File: config.mk
export PLATFORM = sky130hd
export DESIGN_NAME = note_event_sequencer
export DESIGN_NICKNAME = d
export VERILOG_FILES = /design/src/rtl/note_event_sequencer.sv
export SDC_FILE = /design/constraint.sdc
export NUM_CORES = 1
export LEC_CHECK = 0
export ABC_AREA = 1
export CAP_MARGIN = 20
export CORE_UTILIZATION = 40
export DETAILED_ROUTE_END_ITERATION = 10
export HOLD_SLACK_MARGIN = 0.05
export PLACE_DENSITY = 0.62
export SLEW_MARGIN = 20
export SYNTH_ARGS = -nofsm -noshare
export SYNTH_HDL_FRONTEND = slang
export SYNTH_SLANG_ARGS = --single-unit
File: constraint.sdc
create_clock -name clk -period 5.95 [get_ports clk]
set_clock_uncertainty 0.2 [all_clocks]
set_input_delay 0.595 -clock clk [delete_from_list [all_inputs] [get_ports clk]]
set_output_delay 0.595 -clock clk [all_outputs]
set_load 0.05 [all_outputs]
File: src/rtl/note_event_sequencer.sv
// note_event_sequencer
// ---------------------------------------------------------------------------
// Host-loaded note event player. The host writes events (track, note,
// duration, velocity, gap) into an internal FIFO; on start the player pops
// them one by one, emits a one-cycle per-track command pulse on track_valid,
// updates that track's note/duration/velocity fields, then waits gap
// milliseconds (measured with a CLOCK_FREQ/1000 prescaler) before fetching
// the next event. Fields of a track hold until that track receives another
// event.
//
// Optional feature macro: SEQ_LOOP_EN
//   When defined, an extra input 'loop' is present. In FETCH with loop=1 the
//   popped event is written back at the FIFO tail in the same cycle, so the
//   queued sequence repeats until stop.
//
// Handshake: an event is written when ev_valid && ev_ready are both high at
// a rising clk edge. ev_ready does not depend on ev_valid. ev_valid may be
// held high; each accepting edge stores one event.
//
// Ports:
//   clk, rst_n         clock, synchronous active-low reset
//   ev_valid/ev_ready  event write handshake
//   ev_track..ev_gap_ms event fields (gap in ms, applied after issuing)
//   start, stop        playback control (start honoured in IDLE only)
//   loop               (SEQ_LOOP_EN only) repeat the queued sequence
//   busy               player not idle
//   done               one-cycle pulse when playback ran out of events
//   fifo_count         occupied FIFO entries
//   track_valid        one-hot command pulse, one bit per track
//   note_code, duration_ms, velocity  per-track packed fields
//   state_dbg          current FSM state (IDLE=0, FETCH=1, ISSUE=2, WAIT=3)
// ---------------------------------------------------------------------------
module note_event_sequencer #(
  parameter int CLOCK_FREQ = 44100000,
  parameter int NUM_TRACKS = 4,
  parameter int DEPTH      = 16
) (
  input  logic                          clk,
  input  logic                          rst_n,
  input  logic                          ev_valid,
  output logic                          ev_ready,
  input  logic [$clog2(NUM_TRACKS)-1:0] ev_track,
  input  logic [11:0]                   ev_note,
  input  logic [15:0]                   ev_duration,
  input  logic [7:0]                    ev_velocity,
  input  logic [15:0]                   ev_gap_ms,
  input  logic                          start,
  input  logic                          stop,
`ifdef SEQ_LOOP_EN
  input  logic                          loop,
`endif
  output logic                          busy,
  output logic                          done,
  output logic [$clog2(DEPTH):0]        fifo_count,
  output logic [NUM_TRACKS-1:0]         track_valid,
  output logic [NUM_TRACKS*12-1:0]      note_code,
  output logic [NUM_TRACKS*16-1:0]      duration_ms,
  output logic [NUM_TRACKS*8-1:0]       velocity,
  output logic [1:0]                    state_dbg
);

  localparam int TICK_DIV = CLOCK_FREQ / 1000;
  localparam int TW       = $clog2(NUM_TRACKS);
  localparam int AW       = $clog2(DEPTH);
  localparam int EW       = TW + 12 + 16 + 8 + 16;

  typedef enum logic [1:0] {
    S_IDLE  = 2'd0,
    S_FETCH = 2'd1,
    S_ISSUE = 2'd2,
    S_WAIT  = 2'd3
  } state_t;

  state_t state_q, state_d;

  // FIFO storage and pointers
  logic [EW-1:0] mem [DEPTH];
  logic [AW-1:0] wr_ptr_q, rd_ptr_q;
  logic          fifo_empty, fifo_full;
  logic          push, pop, host_push, loop_push, loop_en;
  logic [EW-1:0] push_data, head;

  // Head-of-FIFO fields
  logic [TW-1:0] h_trk;
  logic [11:0]   h_note;
  logic [15:0]   h_dur;
  logic [7:0]    h_vel;
  logic [15:0]   h_gap;
  logic [31:0]   h_trk_ext;

  // Event being issued / waited on
  logic [TW-1:0] trk_q;
  logic [15:0]   gap_q;
  logic [31:0]   trk_ext;

  // Millisecond timing
  logic [31:0] presc_q;
  logic [15:0] gap_cnt_q;
  logic        tick;

`ifdef SEQ_LOOP_EN
  assign loop_en = loop;
`else
  assign loop_en = 1'b0;
`endif

  assign fifo_empty = (fifo_count == '0);
  assign fifo_full  = (fifo_count == (AW+1)'(DEPTH));
  assign head       = mem[rd_ptr_q];
  assign {h_trk, h_note, h_dur, h_vel, h_gap} = head;
  assign h_trk_ext  = 32'(h_trk);
  assign trk_ext    = 32'(trk_q);

  // The write port is borrowed by the loop re-push, so the host is held off
  // for that one FETCH cycle.
  assign ev_ready   = !fifo_full && !loop_push;
  assign host_push  = ev_valid && ev_ready;
  assign push       = host_push || loop_push;
  assign push_data  = loop_push ? head
                                : {ev_track, ev_note, ev_duration, ev_velocity, ev_gap_ms};

  assign tick       = (presc_q == 32'(TICK_DIV - 1));
  assign busy       = (state_q != S_IDLE);
  assign state_dbg  = state_q;

  // Next-state logic. A stop in FETCH suppresses the pop so the head event
  // stays queued for a later resume.
  always_comb begin
    state_d   = state_q;
    pop       = 1'b0;
    loop_push = 1'b0;
    case (state_q)
      S_IDLE: begin
        if (start && !stop) state_d = S_FETCH;
      end
      S_FETCH: begin
        if (stop || fifo_empty) begin
          state_d = S_IDLE;
        end else begin
          pop       = 1'b1;
          loop_push = loop_en;
          state_d   = S_ISSUE;
        end
      end
      S_ISSUE: begin
        if (stop)               state_d = S_IDLE;
        else if (gap_q == 16'd0) state_d = S_FETCH;
        else                    state_d = S_WAIT;
      end
      S_WAIT: begin
        if (stop)                             state_d = S_IDLE;
        else if (tick && gap_cnt_q == 16'd1)  state_d = S_FETCH;
      end
      default: state_d = S_IDLE;
    endcase
  end

  // Command pulse: only in ISSUE, on the event's own track.
  always_comb begin
    track_valid = '0;
    if (state_q == S_ISSUE) begin
      for (int i = 0; i < NUM_TRACKS; i++) begin
        track_valid[i] = (trk_ext == 32'(i));
      end
    end
  end

  always_ff @(posedge clk) begin
    if (!rst_n) state_q <= S_IDLE;
    else        state_q <= state_d;
  end

  // FIFO storage is not reset; the pointers and count define its contents.
  always_ff @(posedge clk) begin
    if (push) mem[wr_ptr_q] <= push_data;
  end

  always_ff @(posedge clk) begin
    if (!rst_n) begin
      wr_ptr_q   <= '0;
      rd_ptr_q   <= '0;
      fifo_count <= '0;
    end else begin
      if (push) wr_ptr_q <= wr_ptr_q + 1'b1;
      if (pop)  rd_ptr_q <= rd_ptr_q + 1'b1;
      if (push && !pop)      fifo_count <= fifo_count + 1'b1;
      else if (pop && !push) fifo_count <= fifo_count - 1'b1;
    end
  end

  // The popped event is written straight into its track's fields so they
  // are already valid during the ISSUE pulse.
  always_ff @(posedge clk) begin
    if (!rst_n) begin
      trk_q       <= '0;
      gap_q       <= '0;
      note_code   <= '0;
      duration_ms <= '0;
      velocity    <= '0;
    end else if (pop) begin
      trk_q <= h_trk;
      gap_q <= h_gap;
      for (int i = 0; i < NUM_TRACKS; i++) begin
        if (h_trk_ext == 32'(i)) begin
          note_code[12*i +: 12]   <= h_note;
          duration_ms[16*i +: 16] <= h_dur;
          velocity[8*i +: 8]      <= h_vel;
        end
      end
    end
  end

  // Gap timer: loaded in ISSUE, counts ms ticks in WAIT so that WAIT lasts
  // exactly gap*TICK_DIV cycles.
  always_ff @(posedge clk) begin
    if (!rst_n) begin
      presc_q   <= '0;
      gap_cnt_q <= '0;
    end else if (state_q == S_ISSUE) begin
      presc_q   <= '0;
      gap_cnt_q <= gap_q;
    end else if (state_q == S_WAIT) begin
      if (tick) begin
        presc_q   <= '0;
        gap_cnt_q <= gap_cnt_q - 16'd1;
      end else begin
        presc_q <= presc_q + 32'd1;
      end
    end else begin
      presc_q   <= '0;
      gap_cnt_q <= '0;
    end
  end

  always_ff @(posedge clk) begin
    if (!rst_n) done <= 1'b0;
    else        done <= (state_q == S_FETCH) && !stop && fifo_empty;
  end

endmodule

==> results.py <==
metrics = {
    "status": {
        "status": "complete, no violations",
    },
    "floorplan": {
        "die_h_um": 335,
        "fp-row-count": 121,
        "io_pins": 217,
        "dieArea_um2": 113000,
        "die_w_um": 335,
        "core_area_um2": 110000,
        "initial_core_util": 0.406,
    },
    "setup_path": {
        "crit_path_end_kind": "flip-flop",
        "required_ns": 6.36,
        "r2r_slack_ns": 1.99,
        "worstPathArrival_ns": 4.37,
        "r2r_end": "note_code[24]$_SDFFE_PN0P_",
        "cp-start-kind": "flip-flop",
        "worstPathMaxFanout": 82,
        "path_class": "reg -> reg",
        "worstRegToRegCells": 12,
    },
    "yosys": {
        "syn_inst": 4210,
        "syn-mean-instance-area_um2": 10.6,
        "yosysWarnings": 0,
        "ys_seq_area_frac": 0.687,
        "synthesis.nets": 4282,
        "synth_cell_types": 41,
        "syn_area_um2": 44500,
        "ys_ff_latch": 1094,
    },
    "sta": {
        "drv_slew": 0,
        "max_freq_mhz": 253,
        "slew_headroom": 0.285,
        "fin_setup_tns_ns": 0,
        "tightest_slew_ns": 1.07,
        "min_period_over_period": 0.665,
        "rsz0062_at_grt": "false",
        "worst_slack_ns": 1.99,
        "period_needed_ns": 3.96,
        "hold_viol": 0,
        "finalSetupViolCount": 0,
    },
    "routing": {
        "dr.pass1.iters": 7,
        "wirelength_mm": 117,
        "ant_nets": 0,
        "num_vias": 30500,
        "wire_per_inst_um": 19.8,
        "drc": 0,
        "drt-initial-drc-count": 2917,
        "vias_per_cell": 5.17,
    },
    "global_route": {
        "grt_max_degree": 217,
        "grt_pass1_vias": 28900,
        "grt_antenna_before_repair": 12,
        "grt_usage": 0.205,
        "grt_overflow": 0,
        "grt_pass1_wl_mm": 176,
    },
    "final_layout": {
        "area_growth_pct": 15.9,
        "nets": 4409,
        "final_common_cell": "edfxtp_1",
        "layout-drive-gt1-share": 0.0635,
        "final_cell_mix": "864 x edfxtp_1, 789 x nand2_1, 788 x nor2_1",
    },
    "placement": {
        "hpwl_mm": 64.1,
        "routabilityCongestion": 0.866,
        "pre_cts_ws_ns": 1.93,
        "portBuffers": 216,
    },
    "hold_path": {
        "worstHoldEndpoint": "note_code[19]$_SDFFE_PN0P_",
        "holdPathStages": 3,
        "min_from": "rst_n",
        "hold_class": "in -> reg",
    },
    "clocking": {
        "post_cts_resized": 0,
        "cts_tree": "yes",
        "clk_pin_slew_worst_paths_ns": 0.06,
        "clk-insertion-delay-late_ns": 0.70,
        "cts_max_level": 3,
        "cts.sinks": 1094,
        "numCtsBuffers": 109,
        "cts_hold_buf": 0,
        "cts_setup_buffers": 0,
        "cts_root_buffer": "clkbuf_16",
        "clock_path_buffers": 3,
    },
    "run": {
        "max_cap_viol_count": 0,
    },
    "power": {
        "ir_drop_uv": 244,
        "p_leak_nw": 18.3,
        "p_per_area_nw_per_um2": 317,
    },
}
[registers in the layout, summed over array words and instances, names as in the netlist, named ones only]
signal,flops
done,1
duration_ms,64
fifo_count,5
gap_cnt_q,16
gap_q,16
mem,864
note_code,48
presc_q,32
rd_ptr_q,4
state_dbg,2
trk_q,2
velocity,32
wr_ptr_q,4
[worst max-delay path: stages, from the launching register on]
cell     delay (ns)
dfxtp_4        0.80
buf_4          0.79
buf_4          0.73
nor2_1         0.12
nor2_1         0.13
o21ai_0        0.10
nand3_1        0.11
nand3_1        0.12
nand2_1        0.34
inv_2          0.10
nand3_1        0.10
nand2_1        0.06
nor2_1         0.09
[worst max-delay path by stage]
stage                               startpoint                           end  slack [ns]
floorplan           fifo_count[1]$_SDFFE_PN0P_          mem[11][0]$_DFFE_PP_        1.24
global placement                     flip-flop  duration_ms[13]$_SDFFE_PN0P_        1.89
detailed placement                   flip-flop  duration_ms[14]$_SDFFE_PN0P_        1.93
CTS                                  flip-flop   duration_ms[2]$_SDFFE_PN0P_        1.90
global route                         flip-flop   duration_ms[2]$_SDFFE_PN0P_        1.55
finish                               flip-flop    note_code[24]$_SDFFE_PN0P_        1.99
[through the flow]
stage          cells  hold slack [ns]  cell area [um^2]  power, mW  utilization
2_1_floorplan   4210            0.230             44500       9.27            -
3_3_place_gp    5701            0.250             48000       9.70        0.438
3_5_place_dp    5701            0.247             48000       9.71        0.438
4_1_cts         5901            0.170             51500       16.4        0.470
5_1_grt         5905            0.217             51600       16.8        0.470
6_report        5906            0.211             51600       16.3        0.470
[synthesized netlist by cell type]
cell type / count / area, um^2
edfxtp_1: 864 / 25900
o21ai_1: 3 / 15.0
a21oi_2: 1 / 8.76
nand3_2: 3 / 30.0
ha_1: 12 / 150
o211ai_1: 107 / 803
or2_2: 6 / 37.5
nand4_1: 19 / 119
fa_1: 1 / 20.0
inv_2: 34 / 128
and3_1: 1 / 6.26
nand2_1: 790 / 2970
a211oi_1: 1 / 7.51
nand3_1: 358 / 1790
nor4_1: 11 / 68.8
o21ai_0: 298 / 1490
nor3_1: 26 / 130
clkinv_1: 1 / 3.75
clkbuf_1: 74 / 278
nor3_2: 2 / 20.0
inv_4: 1 / 6.26
dfxtp_1: 230 / 4600
buf_1: 28 / 105
nor2_8: 1 / 20.0
o221ai_1: 44 / 385
buf_6: 6 / 67.6
o22ai_1: 25 / 156
nand2_4: 1 / 11.3
nor3b_1: 2 / 15.0
xor2_1: 10 / 87.6
buf_2: 126 / 631
nand2_2: 1 / 6.26
nand3b_1: 3 / 22.5
inv_1: 245 / 920
nor2_1: 804 / 3020
nor2_4: 2 / 22.5
nand3_4: 1 / 17.5
buf_4: 9 / 67.6
a21oi_1: 56 / 280
xnor2_1: 2 / 17.5
o21bai_1: 1 / 7.51
[power by group]
part | switching [mW] | total (mW) | internal [mW]
clock | 2.90 | 6.78 | 3.88
sequential | 0.0592 | 8.45 | 8.39
combinational | 0.808 | 1.10 | 0.297
total | 3.77 | 16.3 | 12.6
[kinds of logic (layout without fill, tap and decap cells)]
family	after synthesis	in the layout	share of synthesized area
adder cells (fa/ha/maj)	13	13	0.00382
flip-flops	1094	1094	0.687
AO/OA/AOI/OAI	536	536	0.0709
buffers and inverters	524	740	0.0496
XOR/XNOR	12	12	0.00236
AND/OR/NAND/NOR	2031	2031	0.187
other	0	4	0
[metal layers]
layer	part of all wire	routed length, um	global-route usage
met5	0.00064	75	0
met4	0.022	2610	0.0582
met3	0.073	8520	0.0386
met2	0.46	54300	0.330
met1	0.44	51300	0.281
[final cells by class]
class,instances,area [um^2]
Sequential cell,1094,30600
Fill cell,9972,58000
Clock inverter,55,566
Clock buffer,145,2950
Inverter,281,1070
Multi-Input combinational cell,2592,11900
Timing Repair Buffer,259,2690
Antenna cell,4,10.0
Tap cell,1476,1850
No activity file was read; power rests on OpenSTA's default activity.
==> edit, RTL diff (config.mk and constraints unchanged) <==
Compare `fifo_count` against `(AW+1)'(DEPTH)` with >= in place of ==.
--- a/src/rtl/note_event_sequencer.sv
+++ b/src/rtl/note_event_sequencer.sv
@@ -107,3 +107,3 @@
   assign fifo_empty = (fifo_count == '0);
-  assign fifo_full  = (fifo_count == (AW+1)'(DEPTH));
+  assign fifo_full  = (fifo_count >= (AW+1)'(DEPTH));
   assign head       = mem[rd_ptr_q];
Function: no difference found for any inputs over 4 cycles, from zero or initial values and one cycle with rst_n low; that may be too few to reach the edited logic, so the function may still have changed.
==> edit against the original RTL <==
  * Critical path type unchanged
  * Global-route usage shrank 0.31 points
  * Setup slack gained 53 ps
  * Count of clock-buffer cells in the layout shrank 14
  * Total power grew 1.2%
  * Cell area is essentially flat
  * Sequential cell count is the same
  * Synthesized area grew 0.16%
  * Critical path depth shrank 2
  * Synthesized cell count grew 0.14%
  * Routed wire length shrank 0.85%
==> edit: results (changes against the original RTL) <==
| Metric | Value |
|---|---|
| First-pass GRT wire length | `173 mm (-1.8%)` |
| P&R area growth vs syn | `15.6%` |
| Worst endpoint data arrival time | `4270 ps (-100 ps)` |
| Fin Hold WS | `258 ps (+46.9 ps)` |
| Placed Area | `48000 sq um (about the same)` |
| Outcome | `completed` |
| Overall routing resource usage | `20.2% (-0.31 points)` |
| Synth top area cells | `edfxtp_1 58%, dfxtp_1 10%, nor2_1 6.8%` |
| Synth cell count leaders | `864 x edfxtp_1, 811 x nor2_1, 789 x nand2_1` |
| Min-Delay Path Class | `flop to flop` |
| Hold Path Stages | `1 (-2)` |
| Vias in the first global route | `28100 (-2.7%)` |
| Crit path to | `duration_ms[63]$_SDFFE_PN0P_` |
| Fillers | `10100 (+1.5%)` |
| Post-synthesis xor/xnor area fraction | `0.295% (+0.059 points)` |
| CP max stage delay | `740 ps (-60 ps)` |
| Final Worst Setup Slack | `2040 ps (+53.1 ps)` |
| Signal buffers | `265 (+2.3%)` |
| Row Count | `122 (+0.83%)` |
| Number of buffers created by CTS | `105 (-3.7%)` |
| Via count | `30300 (-0.60%)` |
| Crit path max-delay cell type | `nand3_4` |
| Placement Setup Slack | `1940 ps (+8.61 ps)` |
| Syn Inst Count | `4216 (+0.14%)` |
| Synth Area in Compound Gates | `7.01% (-0.084 points)` |
| Layout cells sized above 1 | `6.43% (+0.077 points)` |
| Non-clock buffers, area share | `5.15% (-0.068 points)` |
| Maximum VDD drop | `236 uV (-3.6%)` |
| Sequential element share of the synthesized area | `68.6% (-0.11 points)` |
| Pre-antenna DRT Iters | `5 (-2)` |
| Clkbuf count | `131 (-9.7%)` |
| Final wirelength | `116 mm (-0.85%)` |
| Fraction of area in multi-input gates | `23.1% (+0.099 points)` |
| Top cell type's share of synthesized area | `58.2% (-0.092 points)` |
| Iteration-0 DRC Markers | `2731 (-6.4%)` |
| Syn_nets | `4288 (+0.14%)` |
| M2 GR Usage | `32.7% (-0.28 points)` |
| DRT met1 WL | `51.8 mm (+0.99%)` |
| WL met2 | `53.6 mm (-1.2%)` |
| GPL Wtd Cong | `0.839 (-3.2%)` |
| Hold path start | `presc_q[0]$_SDFF_PP0_` |
| Met1 usage | `28.3% (+0.14 points)` |
| Post-synthesis async set-or-reset flop share | `0% (unchanged)` |
| DP Cell Count | `5724 (+0.40%)` |
| Post-DP HPWL | `62.5 mm (-2.5%)` |
| Initial antenna violation count | `7 (-5)` |
| Critical Path Fanout Max | `128 (+56%)` |
| Least-Margin Pin Slew | `1090 ps (+23.1 ps)` |
| Met3 WL | `8.13 mm (-4.5%)` |
| Multi-input gate count | `2598 (+0.23%)` |
| Signal inverters | `280 (-0.36%)` |
| Pleak | `18.2 nW (-0.24%)` |
| Total Nets Final | `4416 (+0.16%)` |
[edit: cell count changes after synthesis, sizes merged, moves of 4 or more]
cell and change:
o22ai -5, buf -19, clkbuf +20, nor3 +6
o221ai +4, nor2 +8, a21oi -8, nand3 +6
[edit: where the power goes]
group | leakage [nW] | internal, mW | total, mW | switching, mW
clock network | 1.67 | 3.81 | 6.70 | 2.89
registers | 9.66 | 8.43 | 8.49 | 0.0659
logic | 6.90 | 0.353 | 1.33 | 0.982
[edit: logic make-up after synthesis]
group / count (synthesis)
AOI/OAI and AO/OA: 526
DFF: 1094
buffers and inverters: 524
and+or+nand+nor: 2044
xor gates and xnor gates: 15
adders and majority gates: 13
[edit: critical path: cells and delay by family (launching register included)]
kind / cells / cell delay (ps)
DFF: 1 / 540
and+or+nand+nor: 9 / 2240
buffers and inverters: 1 / 660
